==> config.mk <==
export PLATFORM = sky130hd
export DESIGN_NAME = fxp_to_fp_block
export DESIGN_NICKNAME = d
export VERILOG_FILES = /design/src/rtl/fxp_to_fp_block.sv
export SDC_FILE = /design/constraint.sdc
export NUM_CORES = 1
export LEC_CHECK = 0
export ABC_AREA = 1
export CORE_MARGIN = 3
export CORE_UTILIZATION = 65
export CTS_CLUSTER_SIZE = 16
export DETAILED_ROUTE_END_ITERATION = 10
export DONT_BUFFER_PORTS = 1
export PLACE_DENSITY = 0.83
export SETUP_SLACK_MARGIN = 0.15
export SYNTH_ARGS = -nofsm -noshare
export SYNTH_HDL_FRONTEND = slang
export SYNTH_SLANG_ARGS = --single-unit
==> constraint.sdc <==
create_clock -name clock_i -period 9.58 [get_ports clock_i]
set_clock_uncertainty 0.05 [all_clocks]
set_input_delay 1.916 -clock clock_i [delete_from_list [all_inputs] [get_ports clock_i]]
set_output_delay 1.916 -clock clock_i [all_outputs]
set_load 0.02 [all_outputs]
==> src/rtl/fxp_to_fp_block.sv <==
// -----------------------------------------------------------------------------
// fxp_to_fp_block
//
// Converts a frame of unsigned fixed-point words (exp/LUT stage results) into
// IEEE-754 single-precision values for the FP divide/normalise stage of the
// softmax pipeline. Input words are buffered as they arrive, so the producer
// can burst one word per cycle. A three-state FSM turns each buffered word
// into a float in three cycles.
//
// Input format : unsigned Q(32-frac_bits).frac_bits
// Output format: IEEE-754 single, sign always 0. The mantissa is truncated
//                (round toward zero). No denormals. Zero maps to +0.0.
//
// Ports
//   clock_i      in   1          clock, rising edge
//   reset_n_i    in   1          asynchronous active-low reset
//   fxp_i        in   data_size  unsigned fixed-point input word
//   fxp_valid_i  in   1          fxp_i valid this cycle (no backpressure)
//   fp_o         out  data_size  IEEE-754 single result
//   fp_valid_o   out  1          one-cycle pulse, fp_o valid
//   fp_done_o    out  1          sticky: whole frame emitted, held until reset
// -----------------------------------------------------------------------------
module fxp_to_fp_block #(
    parameter int data_size      = 32,
    parameter int number_of_data = 10,
    parameter int frac_bits      = 16
) (
    input  logic                 clock_i,
    input  logic                 reset_n_i,
    input  logic [data_size-1:0] fxp_i,
    input  logic                 fxp_valid_i,
    output logic [data_size-1:0] fp_o,
    output logic                 fp_valid_o,
    output logic                 fp_done_o
);

    // Buffer address width. A one-entry frame still needs a one-bit index.
    localparam int addr_w = (number_of_data > 1) ? $clog2(number_of_data) : 1;

    localparam logic [7:0] frame_len = 8'(number_of_data);

    // 127 - frac_bits: the biased exponent of a word whose leading one sits at
    // bit 0. Adding the leading-one index gives the final biased exponent.
    localparam logic [8:0] exp_bias_adj = 9'(127 - frac_bits);

    typedef enum logic [1:0] {
        IDLE = 2'd0,
        NORM = 2'd1,
        PACK = 2'd2
    } state_t;

    state_t state_reg;

    // ------------------------------------------------------------------
    // Frame buffer. It has no reset, so it can map onto block RAM. After a
    // reset the stale contents are never read, because rd_cnt cannot pass
    // wr_cnt.
    // ------------------------------------------------------------------
    logic [data_size-1:0] buf_mem [0:number_of_data-1];
    logic [7:0]           wr_cnt_reg;
    logic [7:0]           rd_cnt_reg;
    logic                 wr_en;
    logic                 load_work;
    logic [addr_w-1:0]    wr_idx;
    logic [addr_w-1:0]    rd_idx;

    assign wr_en  = fxp_valid_i && (wr_cnt_reg < frame_len);
    assign wr_idx = wr_cnt_reg[addr_w-1:0];
    assign rd_idx = rd_cnt_reg[addr_w-1:0];

    // A word is fetched only while idle. Once the frame is done, rd_cnt has
    // caught up with wr_cnt and the FSM stays parked in IDLE.
    assign load_work = (state_reg == IDLE) && !fp_done_o && (rd_cnt_reg < wr_cnt_reg);

    always_ff @(posedge clock_i) begin
        if (wr_en) begin
            buf_mem[wr_idx] <= fxp_i;
        end
    end

    // Registered read port. This register is the working operand of the
    // conversion. It loads only when the FSM leaves IDLE, so it needs no reset.
    logic [data_size-1:0] work_reg;

    always_ff @(posedge clock_i) begin
        if (load_work) begin
            work_reg <= buf_mem[rd_idx];
        end
    end

    // Write counter. Words beyond the frame length are dropped silently.
    always_ff @(posedge clock_i or negedge reset_n_i) begin
        if (!reset_n_i) begin
            wr_cnt_reg <= 8'd0;
        end else if (wr_en) begin
            wr_cnt_reg <= wr_cnt_reg + 8'd1;
        end
    end

    // ------------------------------------------------------------------
    // Leading-one detector.
    // above[k] is set when any bit at position >= k is set. A bit is the
    // leading one when it is set and nothing above it is set. That gives a
    // one-hot vector, which is then encoded into a 5-bit index.
    // ------------------------------------------------------------------
    logic [data_size:1]   above;
    logic [data_size-1:0] lead_onehot;
    logic [4:0]           lead_pos;

    assign above[data_size] = 1'b0;

    generate
        for (genvar gi = 1; gi < data_size; gi++) begin : g_above
            assign above[gi] = above[gi+1] | work_reg[gi];
        end
        for (genvar gi = 0; gi < data_size; gi++) begin : g_lead
            assign lead_onehot[gi] = work_reg[gi] & ~above[gi+1];
        end
    endgenerate

    always_comb begin
        lead_pos = 5'd0;
        for (int i = 0; i < data_size; i++) begin
            if (lead_onehot[i]) begin
                lead_pos = 5'(i);
            end
        end
    end

    // Normalise: shift the leading one up to bit 31. The 23 bits below it
    // are the stored mantissa. Lower bits are discarded, which truncates.
    logic [4:0]  shift_amt;
    logic [22:0] mant_next;

    assign shift_amt = 5'd31 - lead_pos;
    assign mant_next = 23'((work_reg << shift_amt) >> 8);

    // ------------------------------------------------------------------
    // Conversion FSM with registered outputs.
    // ------------------------------------------------------------------
    logic [4:0]  p_reg;
    logic        z_reg;
    logic [22:0] mant_reg;
    logic [7:0]  exp_field;

    assign exp_field = 8'(exp_bias_adj + {4'b0000, p_reg});

    always_ff @(posedge clock_i or negedge reset_n_i) begin
        if (!reset_n_i) begin
            state_reg  <= IDLE;
            rd_cnt_reg <= 8'd0;
            p_reg      <= 5'd0;
            z_reg      <= 1'b0;
            mant_reg   <= 23'd0;
            fp_o       <= '0;
            fp_valid_o <= 1'b0;
            fp_done_o  <= 1'b0;
        end else begin
            // The valid output is a single-cycle pulse. PACK overrides this default.
            fp_valid_o <= 1'b0;

            case (state_reg)
                IDLE: begin
                    if (load_work) begin
                        state_reg <= NORM;
                    end
                end

                NORM: begin
                    p_reg     <= lead_pos;
                    z_reg     <= ~|work_reg;
                    mant_reg  <= mant_next;
                    state_reg <= PACK;
                end

                PACK: begin
                    fp_o       <= z_reg ? '0 : {1'b0, exp_field, mant_reg};
                    fp_valid_o <= 1'b1;
                    rd_cnt_reg <= rd_cnt_reg + 8'd1;
                    // Done rises on the same edge as the last result of the frame.
                    if ((rd_cnt_reg + 8'd1) == frame_len) begin
                        fp_done_o <= 1'b1;
                    end
                    state_reg  <= IDLE;
                end

                default: begin
                    state_reg <= IDLE;
                end
            endcase
        end
    end

endmodule
==> results of run 1 <==
## power by group through the flow
stage	combinational (mW)	sequential [mW]	clock, mW
after floorplan	0.000779	2.07	0
after global placement	0.000488	2.07	0
after detailed placement	0.000476	2.07	0
after CTS	0.000477	2.03	1.59
after global routing	0.000530	2.03	1.67
final	0.000480	2.03	1.58
## area by class of cell
type                            count  area, sq um  area share (%)
Sequential cell                   432        12580           62.72
Multi-Input combinational cell   1037         5195           25.91
Clock buffer                       56         1132           5.647
Tap cell                          378        473.0           2.359
Inverter                           89        336.6           1.679
Clock inverter                     21        195.2          0.9734
Timing Repair Buffer               19        142.6          0.7113
## final timing paths
path / from / to / depth (start not counted)
hold / removal: wr_cnt_reg[5] / wr_cnt_reg[5] / 0
setup reg to reg: work_reg[25] / mant_reg[20] / 19
hold reg to reg: wr_cnt_reg[5] / wr_cnt_reg[5] / 0
setup / recovery: work_reg[25] / mant_reg[20] / 19
min in group asynchronous: reset_n_i / fp_o[29] / 0
max in group asynchronous: reset_n_i / rd_cnt_reg[3] / 0
## metal layers
| metal | up-vias | GRT usage [%] | wire, um |
|---|---|---|---|
| met5 | - | 0 | 0 |
| li1 | 5836 | - | - |
| met1 | 6141 | 37.05 | 16480 |
| met2 | 717 | 45.41 | 20750 |
| met4 | 0 | 10.25 | 1419 |
| met3 | 114 | 4.456 | 3620 |
## through the flow
| stage | hold WS, ns | worst slack, ns | utilization [%] | total power, mW | std cells |
|---|---|---|---|---|---|
| detailed placement | 0.3176 | 5.556 | 67.21 | 2.069 | 1955 |
| finish | 0.3247 | 5.727 | 71.98 | 3.614 | 2032 |
| global placement | 0.3162 | 5.573 | 67.21 | 2.069 | 1955 |
| floorplan | 0.3790 | 4.417 | - | 2.069 | 1656 |
| CTS | 0.3304 | 5.865 | 71.98 | 3.623 | 2032 |
| global route | 0.3394 | 5.307 | 71.98 | 3.696 | 2032 |
## layout by cell type, fill, tap and decap left out, drive strengths merged, types with 23 or more instances in the layout
master / Yosys / final
o22ai: 32 / 32
nand4: 23 / 23
a221oi: 32 / 32
nand3: 134 / 134
clkbuf: 73 / 56
dfrtp: 80 / 80
o21ai: 215 / 215
nand2: 303 / 303
a21oi: 76 / 76
nor2: 159 / 159
edfxtp: 352 / 352
inv: 87 / 90
## cells by family (layout without fill, tap and decap cells)
kind of cell / after synthesis / count (layout) / synth area share, %
mux: 1 / 1 / 0.05427
simple gates: 630 / 630 / 14.54
fa+ha+maj: 14 / 14 / 0.9496
compound gates: 381 / 381 / 11.69
buf+inv: 187 / 185 / 4.117
xor+xnor: 10 / 10 / 0.4748
flops: 432 / 432 / 68.15
other cells: 1 / 1 / 0.02033
==> load_flow_metrics.sql, run 1 <==
INSERT INTO impl_metrics (metric_group, metric, value, unit) VALUES
('sta', 'f_max', '259.6', 'MHz'),
('cts', 'buffer_levels_on_the_longest_clock_path', '3', ''),
('synth', 'synth_enable_flop_cells', '352', ''),
('finish', 'area_overhead_vs_synth', '8.702', '%'),
('run_status', 'outcome', 'complete, no violations', ''),
('synth', 'avgSynthCellArea', '11.14', 'sq um'),
('sta', 'min_period', '3.853', 'ns'),
('synth', 'number_of_nets_in_the_synthesized_netlist', '1705', ''),
('power', 'power.switching', '0.6886', 'mW'),
('power', 'power.share.clock', '43.8', '%'),
('critical_path', 'crit_family', 'simple AND/OR/NAND/NOR gates', ''),
('critical_path', 'crit_type', 'reg2reg', ''),
('global_route', 'globalRoute.totalOverflow', '0', ''),
('power', 'internal_power', '2.925', 'mW'),
('global_route', 'initial_antenna_violation_count', '0', ''),
('power', 'vdd_ir_drop_max', '0.2116', 'mV'),
('floorplan', 'boundaryPins', '69', ''),
('sta', 'timing.max_slew.rel_slack', '22.34', '%'),
('cts', 'post_cts_resized', '0', ''),
('critical_path', 'path_common_cell', 'nor2_1', ''),
('drt', 'wl_per_cell', '20.80', 'um'),
('synth', 'synth.top_cells.by_count', 'edfxtp_1, nand2_1, o21ai_0', ''),
('sta', 'rsz0062_at_grt', 'false', ''),
('synth', 'synth_top_cell_by_area', 'edfxtp_1', ''),
('drt', 'ant_nets', '0', ''),
('floorplan', 'die-height', '174.5', 'um'),
('floorplan', 'area_inside_the_core_boundary', '27860', 'sq um'),
('finish', 'post-route-cell-area', '20050', 'sq um'),
('critical_path', 'slowest_delay', '0.69', 'ns'),
('power', 'seq_power_share', '56.2', '%'),
('critical_path', 'required', '9.96', 'ns'),
('cts', 'htreeDepth', '2', ''),
('cts', 'library_cell_used_as_clock_root_buffer', 'clkbuf_16', ''),
('critical_path', 'worst_setup_path_start_kind', 'flip-flop', ''),
('synth', 'synth-warning-count', '0', ''),
('synth', 'synthCells', '1656', ''),
('drt', 'detail_route.vias_per_cell', '6.303', ''),
('placement', 'place.detailed.hpwl', '24550', 'um'),
('placement', 'port-buffer-count', '0', ''),
('global_route', 'first_pass_grt_wire_length', '66100', 'um'),
('sta', 'report.final.hold_viol_count', '0', ''),
('critical_path', 'reg_to_reg_slack_setup', '5.73', 'ns'),
('sta', 'final_min_period_over_clock_period', '40.22', '%'),
('power', 'combinationalPowerShare', '0', '%'),
('synth', 'yosys.cell_count.top_type', 'edfxtp_1', ''),
('synth', 'synth-seq-cells', '432', ''),
('cts', 'cts_tree', 'done', ''),
('cts', 'cts.sink_count', '432', ''),
('sta', 'finalSetupTns', '0', 'ns'),
('placement', 'place_congestion', '0.9296', ''),
('finish', 'final.fill_count', '1805', ''),
('critical_path', 'critical_path.slowest_cell', 'nand3_2', ''),
('finish', 'largest_reg_flops', '320', ''),
('critical_path', 'cp.arrival', '4.23', 'ns'),
('power', 'power_density', '180.2', 'nW/um^2'),
('drt', 'detailedRoute.firstIterationViolations', '1638', ''),
('synth', 'syn-cell-area', '18450', 'sq um'),
('floorplan', 'floorplan.initialDensity', '66.22', '%'),
('power', 'sw_frac_of_total', '19.05', '%'),
('critical_path', 'max_fanout_on_critical_path', '38', ''),
('power', 'power.static_leakage', '7.622', 'nW'),
('cts', 'post_cts.repair.setup_buffers', '0', ''),
('synth', 'synth.distinct_cells', '41', ''),
('worst_hold_path', 'hold_path.class', 'reg2reg', ''),
('synth', 'async_reset_ff_share', '18.52', '%'),
('synth', 'synth_top_area_share', '57.30', '%'),
('global_route', 'first_global_vias', '12360', ''),
('sta', 'tightest_slew', '1.162', 'ns'),
('floorplan', 'dieWidth', '174.5', 'um'),
('flow_run', 'drv_cap', '0', ''),
('cts', 'cts-hold-fix-buffers', '0', '');
No activity file was read; power rests on OpenSTA's default activity.
==> inputs of run 2 (changes only) <==
--- a/config.mk
+++ b/config.mk
@@ -7,11 +7,11 @@
 export LEC_CHECK = 0
 export ABC_AREA = 1
 export CORE_MARGIN = 3
-export CORE_UTILIZATION = 65
+export CORE_UTILIZATION = 57
 export CTS_CLUSTER_SIZE = 16
 export DETAILED_ROUTE_END_ITERATION = 10
 export DONT_BUFFER_PORTS = 1
-export PLACE_DENSITY = 0.83
+export PLACE_DENSITY = 0.77
 export SETUP_SLACK_MARGIN = 0.15
 export SYNTH_ARGS = -nofsm -noshare
 export SYNTH_HDL_FRONTEND = slang
==> constraint.sdc (replaced) <==
create_clock -name clock_i -period 3.2 [get_ports clock_i]
set_clock_uncertainty 0.05 [all_clocks]
set_input_delay 0.64 -clock clock_i [delete_from_list [all_inputs] [get_ports clock_i]]
set_output_delay 0.64 -clock clock_i [all_outputs]
set_load 0.02 [all_outputs]
==> run 2 against run 1 <==
Maximum frequency rose by 29%. Sequential share of layout area fell by 3.3 points. Via count rose by 0.64%. Worst setup slack got worse by 5.5 ns. Non-clock buffer count rose by 58. Critical path depth rose by 6.
==> load_flow_metrics.sql, run 2 (synthesis gave the netlist of run 1 again) <==
INSERT INTO impl_metrics (metric_group, metric, value, unit) VALUES
('sta', 'tightest_slew', '1.228', 'ns'),
('drt', 'detailedRoute.firstIterationViolations', '1367', ''),
('drt', 'detail_route.vias_per_cell', '6.095', ''),
('finish', 'final_cells', '2115', ''),
('finish', 'final_layout_size_suffix_gt1_share', '14.42', '%'),
('global_route', 'gr-usage-met3', '4.983', '%'),
('sta', 'timing.max_slew.rel_slack', '17.86', '%'),
('drt', 'remaining_drc_errors', '0', ''),
('cts', 'clk_transition_reported_paths', '0.06', 'ns'),
('floorplan', 'floorplan.initialDensity', '58.16', '%'),
('critical_path', 'crit_type', 'reg2reg', ''),
('cts', 'library_cell_used_as_clock_root_buffer', 'clkbuf_16', ''),
('global_route', 'initial_antenna_violation_count', '0', ''),
('floorplan', 'dieWidth', '185.9', 'um'),
('sta', 'min_period', '2.984', 'ns'),
('global_route', 'globalRoute.totalOverflow', '0', ''),
('finish', 'post-route-cell-area', '21170', 'sq um'),
('floorplan', 'boundaryPins', '69', ''),
('finish', 'finalNetCount', '1728', ''),
('finish', 'area_overhead_vs_synth', '14.78', '%'),
('global_route', 'gr-usage-all-layers', '24.92', '%'),
('placement', 'post_dp_cell_area', '19050', 'sq um'),
('finish', 'antenna_cells', '0', ''),
('global_route', 'grt_start_max_net_pins', '151', ''),
('run_status', 'outcome', 'complete, no violations', ''),
('sta', 'final_critical_path_setup_slack', '0.2164', 'ns'),
('global_route', 'met2_usage', '39.38', '%'),
('global_route', 'grt-busiest-layer', 'met2', ''),
('drt', 'wl_per_cell', '20.89', 'um'),
('drt', 'routed-via-count', '12890', ''),
('critical_path', 'required', '3.59', 'ns'),
('power', 'power_density', '515.8', 'nW/um^2'),
('power', 'combinationalPowerShare', '0.2', '%'),
('cts', 'buffer_levels_on_the_longest_clock_path', '3', ''),
('finish', 'final_cell_mix', 'edfxtp_1, nand2_1, o21ai_0', ''),
('critical_path', 'critPathCaptureType', 'flip-flop', ''),
('placement', 'place.detailed.instances', '2007', ''),
('drt', 'dr.pass1.iters', '6', ''),
('sta', 'finalMaxSlewViolations', '0', ''),
('floorplan', 'floorplan.rows', '65', ''),
('cts', 'cts_tree', 'done', ''),
('sta', 'f_max', '335.2', 'MHz'),
('finish', 'final.fill_count', '2308', ''),
('sta', 'final_min_period_over_clock_period', '93.24', '%'),
('placement', 'post-place-ws', '0.07375', 'ns'),
('global_route', 'first_pass_grt_wire_length', '66850', 'um'),
('placement', 'place_congestion', '0.9204', ''),
('global_route', 'first_global_vias', '12150', ''),
('finish', 'layout.cells.most_common', 'edfxtp_1', ''),
('drt', 'postRouteWirelength', '44170', 'um'),
('floorplan', 'floorplan.die_area', '34560', 'sq um'),
('cts', 'inserted_clock_buffers', '42', ''),
('critical_path', 'cp.arrival', '3.38', 'ns'),
('placement', 'port-buffer-count', '0', ''),
('power', 'seq_power_share', '55.6', '%'),
('cts', 'htreeDepth', '2', ''),
('drt', 'ant_nets', '0', ''),
('sta', 'report.final.hold_viol_count', '0', ''),
('worst_hold_path', 'hold_path.class', 'in2reg', ''),
('global_route', 'use_met1', '35.04', '%'),
('floorplan', 'area_inside_the_core_boundary', '31720', 'sq um'),
('power', 'power.switching', '2.096', 'mW'),
('finish', 'largest_reg_flops', '320', ''),
('flow_run', 'drv_cap', '0', ''),
('power', 'sw_frac_of_total', '19.19', '%'),
('finish', 'layout.core_utilization', '66.75', '%'),
('sta', 'setup_viol_count_final', '0', ''),
('cts', 'worst_skew_pair_later_pin_latency', '0.56', 'ns'),
('cts', 'cts.sink_count', '432', ''),
('critical_path', 'worst_setup_path_start_kind', 'flip-flop', ''),
('sta', 'rsz0062_at_grt', 'true', ''),
('floorplan', 'die-height', '185.9', 'um'),
('power', 'power.static_leakage', '8.107', 'nW'),
('critical_path', 'max_fanout_on_critical_path', '8', ''),
('placement', 'place.detailed.hpwl', '25350', 'um'),
('power', 'internal_power', '8.824', 'mW'),
('power', 'power.share.clock', '44.1', '%'),
('power', 'p_total', '10.92', 'mW'),
('power', 'vdd_ir_drop_max', '0.4813', 'mV');
-- run 2: cell types whose count changed in the layout (fill, tap and decap cells not counted), sizes merged --
| cell | delta |
|---|---|
| buf | +54 |
| clkinv | +4 |
| inv | -4 |
| clkbuf | +2 |
| clkinvlp | +2 |
| dlygate4sd3 | +1 |
-- run 2: layer usage --
| layer | wire (um) | share of wire [%] |
|---|---|---|
| met1 | 18120 | 41 |
| met2 | 20800 | 47 |
| met3 | 3767 | 8.5 |
| met4 | 1487 | 3.4 |
| met5 | 0 | 0 |
-- run 2: power by group through the flow --
stage / combinational [mW] / clock [mW] / sequential [mW]
2_1_floorplan: 0.00233 / 0 / 6.19
3_3_place_gp: 0.00139 / 0 / 6.19
3_5_place_dp: 0.00140 / 0 / 6.19
4_1_cts: 0.0263 / 4.87 / 6.08
5_1_grt: 0.0291 / 5.14 / 6.07
6_report: 0.0248 / 4.82 / 6.08
-- run 2: final cells by class --
class / instances / area [sq um] / area share [%]
Clock buffer: 55 / 1162 / 5.490
Timing Repair Buffer: 77 / 772.0 / 3.646
Inverter: 89 / 344.1 / 1.625
Sequential cell: 432 / 12580 / 59.40
Tap cell: 402 / 503.0 / 2.376
Multi-Input combinational cell: 1037 / 5612 / 26.50
Clock inverter: 23 / 202.7 / 0.9573
-- run 2: metrics by stage --
stage	setup TNS (ns)	hold WS, ns
6_report	0	0.1208
4_1_cts	0	0.1014
3_5_place_dp	0	0.2967
5_1_grt	0	0.09116
3_3_place_gp	0	0.2973
2_1_floorplan	-109.89	0.2944
-- run 2: worst paths after layout --
check / end / slack, ns / startpoint / cells past startpoint
max: mant_reg[14] / 0.22 / work_reg[22] / 25
min reg2reg: wr_cnt_reg[5] / 0.33 / wr_cnt_reg[5] / 0
min: buf_mem[3][8] / 0.12 / fxp_i[8] / 0
min in group asynchronous: p_reg[3] / 0.61 / reset_n_i / 2
max in group asynchronous: mant_reg[18] / 2.18 / reset_n_i / 2
max reg2reg: mant_reg[14] / 0.22 / work_reg[22] / 25
-- run 2: critical path, stage by stage (launching register included) --
cell and delay [ns]:
edfxtp_1 0.44, nor2_1 0.08, nand2_1 0.11, nor2_4 0.05, nand3_4 0.06, nor2_4 0.05, nand4_1 0.07, nand3_1 0.09
nor2_1 0.11, nand4_1 0.09, nor2_1 0.11, nand4_1 0.15, nor2_4 0.22, nand3_4 0.15, buf_12 0.20, buf_12 0.14
nand2_4 0.06, o21ai_4 0.06, nand2_2 0.09, nand2_2 0.06, nand2_2 0.06, nand2_2 0.07, nand2_1 0.06, nand2_1 0.05
nor2_1 0.12, nor2_1 0.05
-- run 2: timing repair --
action	4_1_cts	5_1_grt
hold buffers	2	0
cloned	0	3
pin swaps	1	46
hold endpoints to repair	80	0
gates resized for setup	4	116
setup buffers	4	21
endpoints found under the setup margin	19	23
